--- src/rtl/acl2_pkg.sv ---
// Shared definitions for the ADXL362 (Pmod ACL2) register sequencer: register map,
// SPI command bytes, fault codes, sequencer states and per-state transaction lookup.
package acl2_pkg;

    localparam logic [7:0] REG_DEVID      = 8'h00;
    localparam logic [7:0] REG_XDATA      = 8'h08;
    localparam logic [7:0] REG_YDATA      = 8'h09;
    localparam logic [7:0] REG_ZDATA      = 8'h0A;
    localparam logic [7:0] REG_STATUS     = 8'h0B;
    localparam logic [7:0] REG_SOFT_RESET = 8'h1F;
    localparam logic [7:0] REG_FILTER_CTL = 8'h2C;
    localparam logic [7:0] REG_POWER_CTL  = 8'h2D;

    localparam logic [7:0] CMD_READ       = 8'h0B;
    localparam logic [7:0] CMD_WRITE      = 8'h0A;

    localparam logic [7:0] SOFT_RESET_KEY = 8'h52;
    localparam logic [7:0] MEASURE_MODE   = 8'h02;

    typedef enum logic [1:0] {
        FAULT_NONE    = 2'b00,
        FAULT_DEVID   = 2'b01,
        FAULT_TIMEOUT = 2'b10
    } fault_t;

    typedef enum logic [3:0] {
        S_SOFTRST,
        S_RSTWAIT,
        S_IDRD,
        S_FILT,
        S_PWR,
        S_POLLWAIT,
        S_STAT,
        S_RDX,
        S_RDY,
        S_RDZ,
        S_FAULT
    } state_t;

    typedef struct packed {
        logic [7:0] cmd;
        logic [7:0] addr;
        logic [7:0] wdata;
    } txn_req_t;

    function automatic int max3(input int a, input int b, input int c);
        int m;
        m = (a > b) ? a : b;
        return (m > c) ? m : c;
    endfunction

    function automatic logic is_txn_state(input state_t s);
        return s inside {S_SOFTRST, S_IDRD, S_FILT, S_PWR, S_STAT, S_RDX, S_RDY, S_RDZ};
    endfunction

    // The single register access each transaction state performs.
    function automatic txn_req_t txn_for_state(input state_t s, input logic [7:0] filter_cfg);
        txn_req_t r;
        r = '{cmd: CMD_READ, addr: REG_DEVID, wdata: 8'h00};
        case (s)
            S_SOFTRST: r = '{cmd: CMD_WRITE, addr: REG_SOFT_RESET, wdata: SOFT_RESET_KEY};
            S_IDRD:    r.addr = REG_DEVID;
            S_FILT:    r = '{cmd: CMD_WRITE, addr: REG_FILTER_CTL, wdata: filter_cfg};
            S_PWR:     r = '{cmd: CMD_WRITE, addr: REG_POWER_CTL, wdata: MEASURE_MODE};
            S_STAT:    r.addr = REG_STATUS;
            S_RDX:     r.addr = REG_XDATA;
            S_RDY:     r.addr = REG_YDATA;
            S_RDZ:     r.addr = REG_ZDATA;
            default:   ;
        endcase
        return r;
    endfunction

endpackage

--- src/rtl/acl2_txn_timer.sv ---
// Loadable down-counter shared by the reset wait, the poll interval and the
// transaction timeout; tc is high while the count sits at zero.
module acl2_txn_timer #(
    parameter int WIDTH = 18
) (
    input  logic             CLK,
    input  logic             RST,
    input  logic             load,
    input  logic [WIDTH-1:0] load_value,
    output logic             tc
);

    logic [WIDTH-1:0] count;

    // NOTE: sequential state uses non-blocking assignments so every register samples pre-edge values.
    always_ff @(posedge CLK) begin
        if (RST) begin
            count <= '0;
        end else if (load) begin
            count <= load_value;
        end else if (count != '0) begin
            count <= count - 1'b1;
        end
    end

    assign tc = (count == '0);

endmodule

--- src/rtl/acl2_sequencer.sv ---
// Drives the ADXL362 bring-up and STATUS-polled X/Y/Z readout through a byte-wide
// SPI transaction engine, publishing each sample as one coherent update.
module acl2_sequencer
    import acl2_pkg::*;
#(
    parameter int         POLL_DIVIDE = 100000,
    parameter int         RESET_WAIT  = 50000,
    parameter int         TIMEOUT     = 200000,
    parameter logic [7:0] ID_EXPECT   = 8'hAD,
    parameter logic [7:0] FILTER_CFG  = 8'h13
) (
    input  logic       CLK,
    input  logic       RST,
    output logic       TXN_START,
    output logic       TXN_RW,
    output logic [7:0] TXN_ADDR,
    output logic [7:0] TXN_WDATA,
    input  logic       TXN_BUSY,
    input  logic       TXN_DONE,
    input  logic [7:0] TXN_RDATA,
    output logic [7:0] X_DATA,
    output logic [7:0] Y_DATA,
    output logic [7:0] Z_DATA,
    output logic       SAMPLE_VALID,
    output logic       INIT_DONE,
    output logic [1:0] FAULT
);

    localparam int CNT_W = $clog2(max3(POLL_DIVIDE, RESET_WAIT, TIMEOUT) + 1);

    // Loads are one less than the interval because the load edge itself counts as a cycle.
    localparam logic [CNT_W-1:0] TIMEOUT_LOAD = CNT_W'(TIMEOUT - 1);
    localparam logic [CNT_W-1:0] RSTWAIT_LOAD = CNT_W'(RESET_WAIT - 1);
    localparam logic [CNT_W-1:0] POLL_LOAD    = CNT_W'(POLL_DIVIDE - 1);

    state_t           state;
    logic             txn_out;
    txn_req_t         req;
    logic             issue;
    logic             done_ok;
    logic             timer_load;
    logic [CNT_W-1:0] timer_value;
    logic             timer_tc;
    logic [7:0]       x_shadow;
    logic [7:0]       y_shadow;

    // NOTE: every variable gets a default at the top of always_comb so no path infers a latch.
    always_comb begin
        req         = txn_for_state(state, FILTER_CFG);
        issue       = is_txn_state(state) && !txn_out && !TXN_BUSY;
        done_ok     = txn_out && TXN_DONE;
        timer_load  = 1'b0;
        timer_value = TIMEOUT_LOAD;
        if (issue) begin
            timer_load = 1'b1;
        end else if (done_ok) begin
            case (state)
                S_SOFTRST: begin
                    timer_load  = 1'b1;
                    timer_value = RSTWAIT_LOAD;
                end
                S_PWR, S_RDZ: begin
                    timer_load  = 1'b1;
                    timer_value = POLL_LOAD;
                end
                S_STAT: begin
                    timer_load  = !TXN_RDATA[0];
                    timer_value = POLL_LOAD;
                end
                default: ;
            endcase
        end
    end

    acl2_txn_timer #(
        .WIDTH(CNT_W)
    ) u_timer (
        .CLK       (CLK),
        .RST       (RST),
        .load      (timer_load),
        .load_value(timer_value),
        .tc        (timer_tc)
    );

    always_ff @(posedge CLK) begin
        if (RST) begin
            state        <= S_SOFTRST;
            txn_out      <= 1'b0;
            TXN_START    <= 1'b0;
            TXN_RW       <= 1'b0;
            TXN_ADDR     <= 8'h00;
            TXN_WDATA    <= 8'h00;
            x_shadow     <= 8'h00;
            y_shadow     <= 8'h00;
            X_DATA       <= 8'h00;
            Y_DATA       <= 8'h00;
            Z_DATA       <= 8'h00;
            SAMPLE_VALID <= 1'b0;
            INIT_DONE    <= 1'b0;
            FAULT        <= FAULT_NONE;
        end else begin
            TXN_START    <= 1'b0;
            SAMPLE_VALID <= 1'b0;
            case (state)
                S_RSTWAIT:  if (timer_tc) state <= S_IDRD;
                S_POLLWAIT: if (timer_tc) state <= S_STAT;
                S_FAULT:    ;
                default: begin
                    if (issue) begin
                        TXN_START <= 1'b1;
                        TXN_RW    <= (req.cmd == CMD_WRITE);
                        TXN_ADDR  <= req.addr;
                        TXN_WDATA <= req.wdata;
                        txn_out   <= 1'b1;
                    end else if (done_ok) begin
                        txn_out <= 1'b0;
                        case (state)
                            S_SOFTRST: state <= S_RSTWAIT;
                            S_IDRD: begin
                                if (TXN_RDATA == ID_EXPECT) begin
                                    state <= S_FILT;
                                end else begin
                                    FAULT <= FAULT_DEVID;
                                    state <= S_FAULT;
                                end
                            end
                            S_FILT: state <= S_PWR;
                            S_PWR: begin
                                INIT_DONE <= 1'b1;
                                state     <= S_POLLWAIT;
                            end
                            S_STAT: state <= TXN_RDATA[0] ? S_RDX : S_POLLWAIT;
                            S_RDX: begin
                                x_shadow <= TXN_RDATA;
                                state    <= S_RDY;
                            end
                            S_RDY: begin
                                y_shadow <= TXN_RDATA;
                                state    <= S_RDZ;
                            end
                            S_RDZ: begin
                                // All three axes change on this one edge, never piecemeal.
                                X_DATA       <= x_shadow;
                                Y_DATA       <= y_shadow;
                                Z_DATA       <= TXN_RDATA;
                                SAMPLE_VALID <= 1'b1;
                                state        <= S_POLLWAIT;
                            end
                            default: ;
                        endcase
                    end else if (txn_out && timer_tc) begin
                        txn_out <= 1'b0;
                        FAULT   <= FAULT_TIMEOUT;
                        state   <= S_FAULT;
                    end
                end
            endcase
        end
    end

endmodule

--- config.mk ---
export PLATFORM = sky130hd
export DESIGN_NAME = acl2_sequencer
export DESIGN_NICKNAME = d
export VERILOG_FILES = /design/src/rtl/acl2_pkg.sv /design/src/rtl/acl2_txn_timer.sv /design/src/rtl/acl2_sequencer.sv
export SDC_FILE = /design/constraint.sdc
export NUM_CORES = 1
export LEC_CHECK = 0
export CORE_ASPECT_RATIO = 1.2
export CORE_MARGIN = 1.5
export CORE_UTILIZATION = 26
export DETAILED_ROUTE_END_ITERATION = 8
export GPL_ROUTABILITY_DRIVEN = 0
export PLACE_DENSITY_LB_ADDON = 0.15
export REMOVE_ABC_BUFFERS = 1
export SKIP_CTS_REPAIR_TIMING = 1
export SLEW_MARGIN = 20
export SYNTH_ARGS = -nofsm -noshare
export SYNTH_HDL_FRONTEND = slang
export SYNTH_HIERARCHICAL = 1
export SYNTH_SLANG_ARGS = --single-unit
--- constraint.sdc ---
create_clock -name CLK -period 3.1 [get_ports CLK]
set_input_delay 0.62 -clock CLK [delete_from_list [all_inputs] [get_ports CLK]]
set_output_delay 0.62 -clock CLK [all_outputs]
set_load 0.01 [all_outputs]
==> impl_metrics.toml <==
[outcome]
outcome = "finished, final reports clean"

[detailed_routing]
firstDrtPassIters = 4
wirelength_mm = 8.85
route.detailed.drc = 0
detail_route.wl_per_cell_um = 13.4
dr_total_vias = 3038
drt_iter0_drc = 117
via_per_inst = 4.62
ant_nets = 0

[hold_path]
hold_path_class = "reg2reg"
hp-start = "y_shadow[5]"

[clock_network]
tritoncts = "built"
clk_pin_slew_ns = 0.06
cts_sinks = 79
cts_inserted_buffers = 9
clock_latency_ns = 0.33
htree_levels = 3
cts_root_buf = "clkbuf_16"
clock_path_buffers = 2

[layout]
fin_cells = 658
nets = 498
final_util_pct = 34.2
final_area_um2 = 4550
layout-drive-gt1-share_pct = 7.76
fillers = 1408
num_antenna_cells = 0
area_growth_pct = 28.0

[timing]
slew_violations = 0
holdWs_ns = 0.455
finalCritPeriodShare_pct = 81.0
setup_tns_ns = 0
finalClockSkew_ns = 0.00600
rsz0062_at_grt = "false"
hold_viol = 0
slew-limit-headroom_pct = 49.2
setup_viol_count_final = 0
worst_slack_ns = 0.590
fmax_mhz = 398
worst_slew_pin_slew_ns = 0.762
min_period_ns = 2.51

[yosys]
yosysUniqueCellTypes = 58
synth_fa_ha_area_share_pct = 0.352
synth_seq_cells = 79
yosys_warnings = 6
synthMuxAreaShare_pct = 5.10
syn-cell-area_um2 = 3560
ys.flop_type = "dfxtp_1"
synth_top_family_by_area = "simple AND/OR/NAND/NOR gates"
synth_area_leaders = "dfxtp_1 (44%), nand2_1 (8.9%), a21oi_1 (6.8%)"
synth_xor_area_share_pct = 2.71
postSynthCellCount = 434
seq_area_frac_synth_pct = 44.5
yosysTopAreaCell = "dfxtp_1"
synth-compound-area-share_pct = 16.2
synthSimpleGateAreaFrac_pct = 25.0
yosysMostFrequentCell = "nand2_1"
netlist_top_cells_count = "nand2_1 (84), dfxtp_1 (79), a21oi_1 (48)"
syn_area_per_cell_um2 = 8.19
synthArstFlopShare_pct = 0
synth_top_area_share_pct = 44.5
synth_edf_count = 0

[grt]
grt_max_degree = 39
grtUsageTotal_pct = 13.3
grt_pass1_vias = 3189
grt_pass1_wl_mm = 15.3
antenna_found_initial = 0
grt-ovfl-total = 0

[floorplan]
start_util_pct = 26.7
ios = 58
core_region_area_um2 = 13300
dieArea_um2 = 14400
die_y_um = 131
die_x_um = 110
num_rows = 46

[setup_path]
cp.arrival_ns = 2.74
cp_max_fo = 5
worstSetupEndpointType = "flip-flop"
critPathBufInv = 0
crit_required_ns = 3.33
critPathKind = "reg2reg"
critPathMaxStageDelay_ns = 0.57
r2r_start = "u_timer/count[12]"
cp-start-kind = "flip-flop"
setup.worst_path.start = "u_timer/count[12]"
cpMaxStageDelayCell = "or4_4"
crit_chain = "or4_4 -> or3_1 -> nor2_2 -> o21ai_0 -> o31ai_1 -> a21oi_1 -> a311oi_1"
crit_family = "simple AND/OR/NAND/NOR gates"

[pwr]
pwr-share-seq_pct = 42.3
p_leak_nw = 1.68
power_mw = 2.68
ir_drop_mv = 0.256
p_sw_share_pct = 25.9
power_frac_comb_pct = 15.0
p_per_area_nw_per_um2 = 589
p_int_mw = 1.99
clkPwrFrac_pct = 42.7
p_sw_uw = 694

[place]
dp.final_hpwl_mm = 6.10
portBuffers = 51
pre_cts_ws_ns = 0.431
dp.cells = 642
dpl_cell_area_um2 = 4230

[job]
maxCapViolCount = 0
-- sequential cells by signal, indices dropped and copies added, names as in the netlist --
register,cells
FAULT,2
INIT_DONE,1
SAMPLE_VALID,1
TXN_ADDR,6
TXN_RW,1
TXN_START,1
TXN_WDATA,4
X_DATA,8
Y_DATA,8
Z_DATA,8
state,4
txn_out,1
u_timer/count,18
x_shadow,8
y_shadow,8
-- cell families (layout without fill, tap and decap cells) --
kind of cell,Yosys count,after routing
AO/OA/AOI/OAI,96,96
adder cells (fa/ha/maj),1,1
flip-flops,79,79
multiplexers,18,18
other,2,12
AND/OR/NAND/NOR,182,182
XOR/XNOR,11,11
buffers and inverters,45,91
-- area by class of cell --
class / instances / area, µm² / share of cell area (%)
Clock buffer: 11 / 243 / 5.33
Sequential cell: 79 / 1580 / 34.7
Tap cell: 168 / 210 / 4.62
Multi-Input combinational cell: 320 / 1800 / 39.5
Clock inverter: 5 / 81.3 / 1.79
Timing Repair Buffer: 62 / 588 / 12.9
Inverter: 13 / 48.8 / 1.07
-- power groups by stage --
stage	registers, mW	clock network (mW)	logic [mW]
floorplan	1.15	0	0.253
detailed placement	1.16	0	0.403
global route	1.15	1.22	0.453
global placement	1.15	0	0.399
finish	1.13	1.14	0.402
CTS	1.13	1.17	0.407
-- final timing paths --
path | to | slack [ns] | depth (start not counted)
worst max-delay path | state[1] | 0.59 | 7
worst min-delay path | Y_DATA[5] | 0.45 | 2
worst max register to register | state[1] | 0.59 | 7
worst min register to register | Y_DATA[5] | 0.45 | 2
-- metal layers --
layer | vias to the layer above | global-route usage, % | routed length (µm)
met1 | 1399 | 17.1 | 4210
met3 | 2 | 3.42 | 322
met5 | - | 0 | 0
li1 | 1583 | - | -
met2 | 54 | 21.5 | 4270
met4 | 0 | 3.82 | 46
-- cells in the final DEF (no fill, tap or decap), types with 8 or more instances in the layout --
master / netlist / routed
a21oi_1: 48 / 48
buf_4: 6 / 11
clkbuf_16: 0 / 9
clkdlybuf4s50_1: 0 / 50
conb_1: 2 / 12
dfxtp_1: 79 / 79
inv_1: 13 / 13
mux2i_1: 17 / 17
nand2_1: 84 / 84
nor2_1: 34 / 34
nor3_1: 12 / 12
o21ai_0: 18 / 17
xnor2_1: 8 / 8
-- worst register-to-register path, cell delays in order (launching register included) --
cell      delay, ns
dfxtp_1        0.36
or4_4          0.57
or3_1          0.37
nor2_2         0.18
o21ai_0        0.19
o31ai_1        0.38
a21oi_1        0.12
a311oi_1       0.26
Note: power is estimated with default switching activity, not from simulation.
